## config.mk

```make
export PLATFORM = sky130hd
export DESIGN_NAME = mant_addsub_seq_flat
export DESIGN_NICKNAME = d
export VERILOG_FILES = /design/src/rtl/mant_addsub_seq_if.sv /design/src/rtl/mant_addsub_seq.sv /design/src/flat_wrapper.sv
export SDC_FILE = /design/constraint.sdc
export NUM_CORES = 1
export LEC_CHECK = 0
export CORE_MARGIN = 1.5
export CORE_UTILIZATION = 49
export CTS_CLUSTER_SIZE = 25
export DETAILED_ROUTE_END_ITERATION = 7
export MAX_ROUTING_LAYER = met4
export PLACE_DENSITY_LB_ADDON = 0.12
export SKIP_CTS_REPAIR_TIMING = 1
export SLEW_MARGIN = 20
export SYNTH_ARGS = -nofsm -noshare
export SYNTH_HDL_FRONTEND = slang
export SYNTH_SLANG_ARGS = --single-unit
```

## constraint.sdc

```tcl
create_clock -name clk -period 3.6 [get_ports clk]
set_clock_uncertainty 0.15 [all_clocks]
set_input_delay 0.72 -clock clk [delete_from_list [all_inputs] [get_ports clk]]
set_output_delay 0.72 -clock clk [all_outputs]
set_load 0.1 [all_outputs]
```

## src/rtl/mant_addsub_seq_if.sv

```systemverilog
// mant_addsub_seq_if -- request/result bundle for mant_addsub_seq.
//   start, op, A, B, Ci : request side (master drives)
//   busy, done, F, Co, Neg : status/result side (slave drives)
// The WIDTH parameter must match the WIDTH of the attached mant_addsub_seq.
interface mant_addsub_seq_if #(
    parameter int WIDTH = 24
);
    logic             start;
    logic             op;
    logic [WIDTH-1:0] A;
    logic [WIDTH-1:0] B;
    logic             Ci;
    logic             busy;
    logic             done;
    logic [WIDTH-1:0] F;
    logic             Co;
    logic             Neg;

    modport master (
        output start, op, A, B, Ci,
        input  busy, done, F, Co, Neg
    );

    modport slave (
        input  start, op, A, B, Ci,
        output busy, done, F, Co, Neg
    );
endinterface

```

## src/rtl/mant_addsub_seq.sv

```systemverilog
// mant_addsub_seq -- sequential add/subtract that walks the operands CHUNK
// bits per clock, LSB chunk first, rippling carry/borrow between chunks.
//   clk  : clock, all state changes on the rising edge
//   rst  : asynchronous active-high reset
//   bus  : mant_addsub_seq_if.slave
//          start/op/A/B/Ci request (sampled only while not busy),
//          busy (RUN/NEG), done (one-cycle pulse), F/Co/Neg registered result
// Optional feature: define MANT_ADDSUB_ABS_EN to return the magnitude of a
// negative difference (extra NEG cycle, Neg=1). Without it Neg is tied 0.
// WIDTH must be an integer multiple of CHUNK.
module mant_addsub_seq #(
    parameter int WIDTH = 24,
    parameter int CHUNK = 4
) (
    input  logic             clk,
    input  logic             rst,
    mant_addsub_seq_if.slave bus
);
    localparam int N  = WIDTH / CHUNK;
    localparam int IW = (N > 1) ? $clog2(N) : 1;
    localparam logic [IW-1:0] LAST = IW'(N - 1);

    typedef enum logic [1:0] {IDLE, RUN, NEG, DONE} state_t;

    state_t           state_q, state_d;
    logic [WIDTH-1:0] a_q, a_d, b_q, b_d;
    logic [WIDTH-1:0] res_q, res_d;     // partial result, never exported directly
    logic [WIDTH-1:0] f_q, f_d;
    logic             op_q, op_d;
    logic             cy_q, cy_d;       // carry (add) or borrow (sub) into current chunk
    logic             co_q, co_d;
    logic [IW-1:0]    idx_q, idx_d;
`ifdef MANT_ADDSUB_ABS_EN
    logic             neg_q, neg_d;
`endif

    logic [CHUNK-1:0] a_c, b_c;
    logic [CHUNK:0]   t;
    logic [WIDTH-1:0] raw;
    int               base;

    always_comb begin
        state_d = state_q;
        a_d     = a_q;
        b_d     = b_q;
        res_d   = res_q;
        f_d     = f_q;
        op_d    = op_q;
        cy_d    = cy_q;
        co_d    = co_q;
        idx_d   = idx_q;
`ifdef MANT_ADDSUB_ABS_EN
        neg_d   = neg_q;
`endif

        base = int'(idx_q) * CHUNK;
        a_c  = a_q[base +: CHUNK];
        b_c  = b_q[base +: CHUNK];
        // Bit CHUNK of the (CHUNK+1)-bit add/sub is the carry or borrow out.
        if (!op_q)
            t = {1'b0, a_c} + {1'b0, b_c} + {{CHUNK{1'b0}}, cy_q};
        else
            t = {1'b0, a_c} - {1'b0, b_c} - {{CHUNK{1'b0}}, cy_q};
        raw = res_q;
        raw[base +: CHUNK] = t[CHUNK-1:0];

        case (state_q)
            IDLE, DONE: begin
                if (bus.start) begin
                    a_d     = bus.A;
                    b_d     = bus.B;
                    op_d    = bus.op;
                    cy_d    = bus.Ci;
                    idx_d   = '0;
                    res_d   = '0;
                    state_d = RUN;
                end else begin
                    state_d = IDLE;
                end
            end
            RUN: begin
                res_d = raw;
                cy_d  = t[CHUNK];
                if (idx_q == LAST) begin
`ifdef MANT_ADDSUB_ABS_EN
                    if (op_q && t[CHUNK]) begin
                        state_d = NEG;
                    end else begin
                        f_d     = raw;
                        co_d    = t[CHUNK];
                        neg_d   = 1'b0;
                        state_d = DONE;
                    end
`else
                    f_d     = raw;
                    co_d    = t[CHUNK];
                    state_d = DONE;
`endif
                end else begin
                    idx_d = idx_q + IW'(1);
                end
            end
`ifdef MANT_ADDSUB_ABS_EN
            NEG: begin
                // Raw difference wrapped negative; publish its magnitude.
                f_d     = '0 - res_q;
                co_d    = 1'b1;
                neg_d   = 1'b1;
                state_d = DONE;
            end
`endif
            default: state_d = IDLE;
        endcase
    end

    always_ff @(posedge clk or posedge rst) begin
        if (rst) begin
            state_q <= IDLE;
            a_q     <= '0;
            b_q     <= '0;
            res_q   <= '0;
            f_q     <= '0;
            op_q    <= 1'b0;
            cy_q    <= 1'b0;
            co_q    <= 1'b0;
            idx_q   <= '0;
`ifdef MANT_ADDSUB_ABS_EN
            neg_q   <= 1'b0;
`endif
        end else begin
            state_q <= state_d;
            a_q     <= a_d;
            b_q     <= b_d;
            res_q   <= res_d;
            f_q     <= f_d;
            op_q    <= op_d;
            cy_q    <= cy_d;
            co_q    <= co_d;
            idx_q   <= idx_d;
`ifdef MANT_ADDSUB_ABS_EN
            neg_q   <= neg_d;
`endif
        end
    end

    assign bus.busy = (state_q == RUN) || (state_q == NEG);
    assign bus.done = (state_q == DONE);
    assign bus.F    = f_q;
    assign bus.Co   = co_q;
`ifdef MANT_ADDSUB_ABS_EN
    assign bus.Neg  = neg_q;
`else
    assign bus.Neg  = 1'b0;
`endif
endmodule

```

## src/flat_wrapper.sv

```systemverilog
// flat-port wrapper written by rule: the top's interface ports become plain ports
module mant_addsub_seq_flat 
#(
    parameter int WIDTH = 24,
    parameter int CHUNK = 4
)
  (clk, rst, bus_start, bus_op, bus_A, bus_B, bus_Ci, bus_busy, bus_done, bus_F, bus_Co, bus_Neg);
  mant_addsub_seq_if #(.WIDTH(WIDTH)) bus_i ();
  input  logic clk;
  input  logic rst;
  input wire logic [$bits(bus_i.start)-1:0] bus_start;
  input wire logic [$bits(bus_i.op)-1:0] bus_op;
  input wire logic [$bits(bus_i.A)-1:0] bus_A;
  input wire logic [$bits(bus_i.B)-1:0] bus_B;
  input wire logic [$bits(bus_i.Ci)-1:0] bus_Ci;
  output wire logic [$bits(bus_i.busy)-1:0] bus_busy;
  output wire logic [$bits(bus_i.done)-1:0] bus_done;
  output wire logic [$bits(bus_i.F)-1:0] bus_F;
  output wire logic [$bits(bus_i.Co)-1:0] bus_Co;
  output wire logic [$bits(bus_i.Neg)-1:0] bus_Neg;
  assign bus_i.start = bus_start;
  assign bus_i.op = bus_op;
  assign bus_i.A = bus_A;
  assign bus_i.B = bus_B;
  assign bus_i.Ci = bus_Ci;
  assign bus_busy = bus_i.busy;
  assign bus_done = bus_i.done;
  assign bus_F = bus_i.F;
  assign bus_Co = bus_i.Co;
  assign bus_Neg = bus_i.Neg;
  mant_addsub_seq #(.WIDTH(WIDTH), .CHUNK(CHUNK)) u_core (.clk(clk), .rst(rst), .bus(bus_i));
endmodule
```

==> out/results.tsv <==
stage	metric	value	unit
logic_synthesis	ys_types	52	
critical_path	crit_path_cell_trace	mux4_2 -> nand2_1 -> o21ai_0 -> fa_1 -> fa_1 -> mux2i_1 -> xor2_1 -> buf_4 -> nor3_1 -> a21oi_1 -> o21ai_0	
critical_path	cp.arrival	3.44	ns
timing	period_needed	3.33	ns
route	vias	3638	
floorplanning	initial_core_util	0.502	
critical_path	cp-end-kind	flop	
route	first_pass_iters	4	
placement	place_congestion	0.831	
logic_synthesis	yosys_warnings	0	
finish	n_antenna_cell	0	
finish	finish.utilization	0.615	
outcome	outcome	completed	
clock_network	cts_buffers	9	
logic_synthesis	syn_nets	520	
pwr	netSwitchingPower	2.59	mW
finish	layout_common_cells	dfrtp_1, nand2_1, mux2_2	
route	drt-total-wl	11100	um
grt	grt_pass1_wl	18500	um
logic_synthesis	synth-edff-count	0	
clock_network	cts_tree	built	
clock_network	htreeDepth	3	
critical_path	worst-path-buf-inv	1	
placement	place.detailed.hpwl	8210	um
grt	grt_max_degree	56	
logic_synthesis	async_reset_ff_frac	1.00	
logic_synthesis	ys_top_cells_by_area	dfrtp_1, mux2_2, nand2_1	
route	drtIter0Drc	130	
critical_path	cp_max_fo	5	
finish	layout-drive-gt1-share	0.239	
placement	port_buffers	79	
floorplanning	die_y	105	um
timing	tns	0	ns
clock_network	path_clk_slew	0.10	ns
pwr	powerDensity	940	mW/mm^2
finish	final_common_cell	dfrtp_1	
timing	timing.hold.ws	0.326	ns
grt	grt_overflow	0	
floorplanning	rows	37	
critical_path	max_stage_delay	0.52	ns
critical_path	crit_family	adder cells	
critical_path	crit_type	flop to flop	
timing	setup_ws	0.267	ns
logic_synthesis	avgSynthCellArea	11.4	um^2
pwr	switching_share	0.438	
route	viasPerCell	5.42	
logic_synthesis	synthesis.instances	449	
logic_synthesis	synth_area	0.00513	mm^2
floorplanning	io_pins	81	
pwr	ir_drop	0.483	mV
clock_network	cts_root_buffer	clkbuf_8	
timing	rsz0062_at_grt	false	
clock_network	clkSinkCount	104	
logic_synthesis	ys_seq_elements	104	
run	drv_cap	0	
finish	nNetsFinal	601	
timing	max-slew-margin-rel	0.533	
timing	worst_pin_slew	0.698	ns
finish	syn2layout_area_growth	22.6	%
grt	grt_pass1_vias	3698	
min_path	hp-class	flop to flop	
timing	max_freq	0.300	GHz
logic_synthesis	ys_seq_area_frac	0.507	
timing	finalCritPeriodShare	0.926	
logic_synthesis	ys.flop_type	dfrtp_1	
clock_network	ctsLongestPathBuffers	2	
clock_network	clk_latency	0.37	ns
pwr	clkPwrFrac	0.135	
finish	layout.filler_cells	841	
timing	finalHoldViolations	0	
critical_path	slowest_stage	mux4_2	
timing	drv_slew	0	
floorplanning	dieArea	0.0111	mm^2
logic_synthesis	synth_top_area_share	0.507	
route	detail_route.wl_per_cell	16.5	um
pwr	p_int	3.32	mW
grt	antenna_found_initial	0	
placement	place_ws	0.250	ns
floorplanning	core_area	0.0102	mm^2
logic_synthesis	yosys.area.top_type	dfrtp_1	
grt	grtUsageTotal	0.220	
timing	setup_violations	0	
critical_path	cp.required	3.70	ns
floorplanning	die_w	105	um
pwr	pwr-share-comb	0.574	
route	ant_nets	0	
pwr	seqPwrFrac	0.290	
route	drc	0	
pwr	leakage	2.78	nW
critical_path	critPathLaunchType	flop	
[logic make-up (layout without fill, tap and decap cells)]
family | count (synthesis) | in the layout | share of synthesized area
xor gates and xnor gates | 4 | 4 | 0.00682
DFF | 104 | 104 | 0.507
buffers and inverters | 42 | 128 | 0.0334
other | 1 | 1 | 0.000730
adders and majority gates | 18 | 18 | 0.0497
muxes | 80 | 80 | 0.187
AOI/OAI and AO/OA | 92 | 92 | 0.120
and+or+nand+nor | 108 | 108 | 0.0958
[area by class of cell]
cell class,count,area [um^2],share of cell area
Sequential cell,104,2600,0.413
Multi-Input combinational cell,303,2370,0.376
Timing Repair Buffer,95,868,0.138
Tap cell,136,170,0.0270
Clock buffer,10,128,0.0203
Clock inverter,6,91.3,0.0145
Inverter,17,67.6,0.0107
[flip-flops by register name (all words and copies together) (netlist names), 2 cells and up]
register	flops
u_core.a_q	24
u_core.b_q	24
u_core.bus.F	24
u_core.res_q	24
u_core.idx_q	3
u_core.state_q	2
[per-stage QoR]
stage               power [mW]  cells  instance area, um^2
finish                    5.92    671                 6290
global route              6.33    671                 6290
CTS                       5.94    671                 6290
detailed placement        5.13    655                 6080
global placement          5.04    655                 6080
floorplan                 4.17    449                 5140
[Yosys cell counts, drive strengths merged, types with 4 or more instances]
cell and n:
a21o 4, a21oi 15, a22o 10, a32o 5, and2 4, and3 4
buf 10, clkbuf 15, dfrtp 104, fa 4, ha 14, inv 16
mux2 54, mux2i 19, mux4 7, nand2 56, nand2b 4, nor2 21
nor2b 6, o21ai 35, o31ai 6
[per-layer routing]
metal / wire length, um / part of all wire / vias to the layer above / track usage
li1: - / - / 1753 / -
met1: 5060 / 0.46 / 1783 / 0.285
met2: 5490 / 0.50 / 92 / 0.359
met3: 387 / 0.035 / 10 / 0.0303
met4: 117 / 0.011 / 0 / 0.0734
met5: 0 / 0 / - / -
[worst register-to-register path: cells and delay by family, from the launching register on]
kind,cells,cell delay (ns)
adder cells (fa/ha/maj),2,0.94
multiplexers,2,0.70
flip-flops,1,0.44
AO/OA/AOI/OAI,3,0.39
XOR/XNOR,1,0.29
buffers and inverters,1,0.20
AND/OR/NAND/NOR,2,0.12
[worst paths after layout]
path	startpoint	end	slack [ns]	cells after the start
worst min-delay path	u_core.bus.F[3]	u_core.bus.F[3]	0.33	2
worst max-delay path	u_core.idx_q[0]	u_core.bus.F[18]	0.27	11
max in group asynchronous	rst	u_core.res_q[17]	1.99	3
worst max register to register	u_core.idx_q[0]	u_core.bus.F[18]	0.27	11
min in group asynchronous	rst	u_core.bus.F[20]	0.57	2
worst min register to register	u_core.bus.F[3]	u_core.bus.F[3]	0.33	2
[power groups by stage]
stage / sequential [mW] / clock, mW / combinational (mW)
after detailed placement: 1.74 / 0 / 3.39
final: 1.72 / 0.800 / 3.40
after global placement: 1.73 / 0 / 3.31
after CTS: 1.72 / 0.820 / 3.40
after global routing: 1.76 / 0.865 / 3.70
after floorplan: 1.91 / 0 / 2.26
No activity file was read; power rests on OpenSTA's default activity.
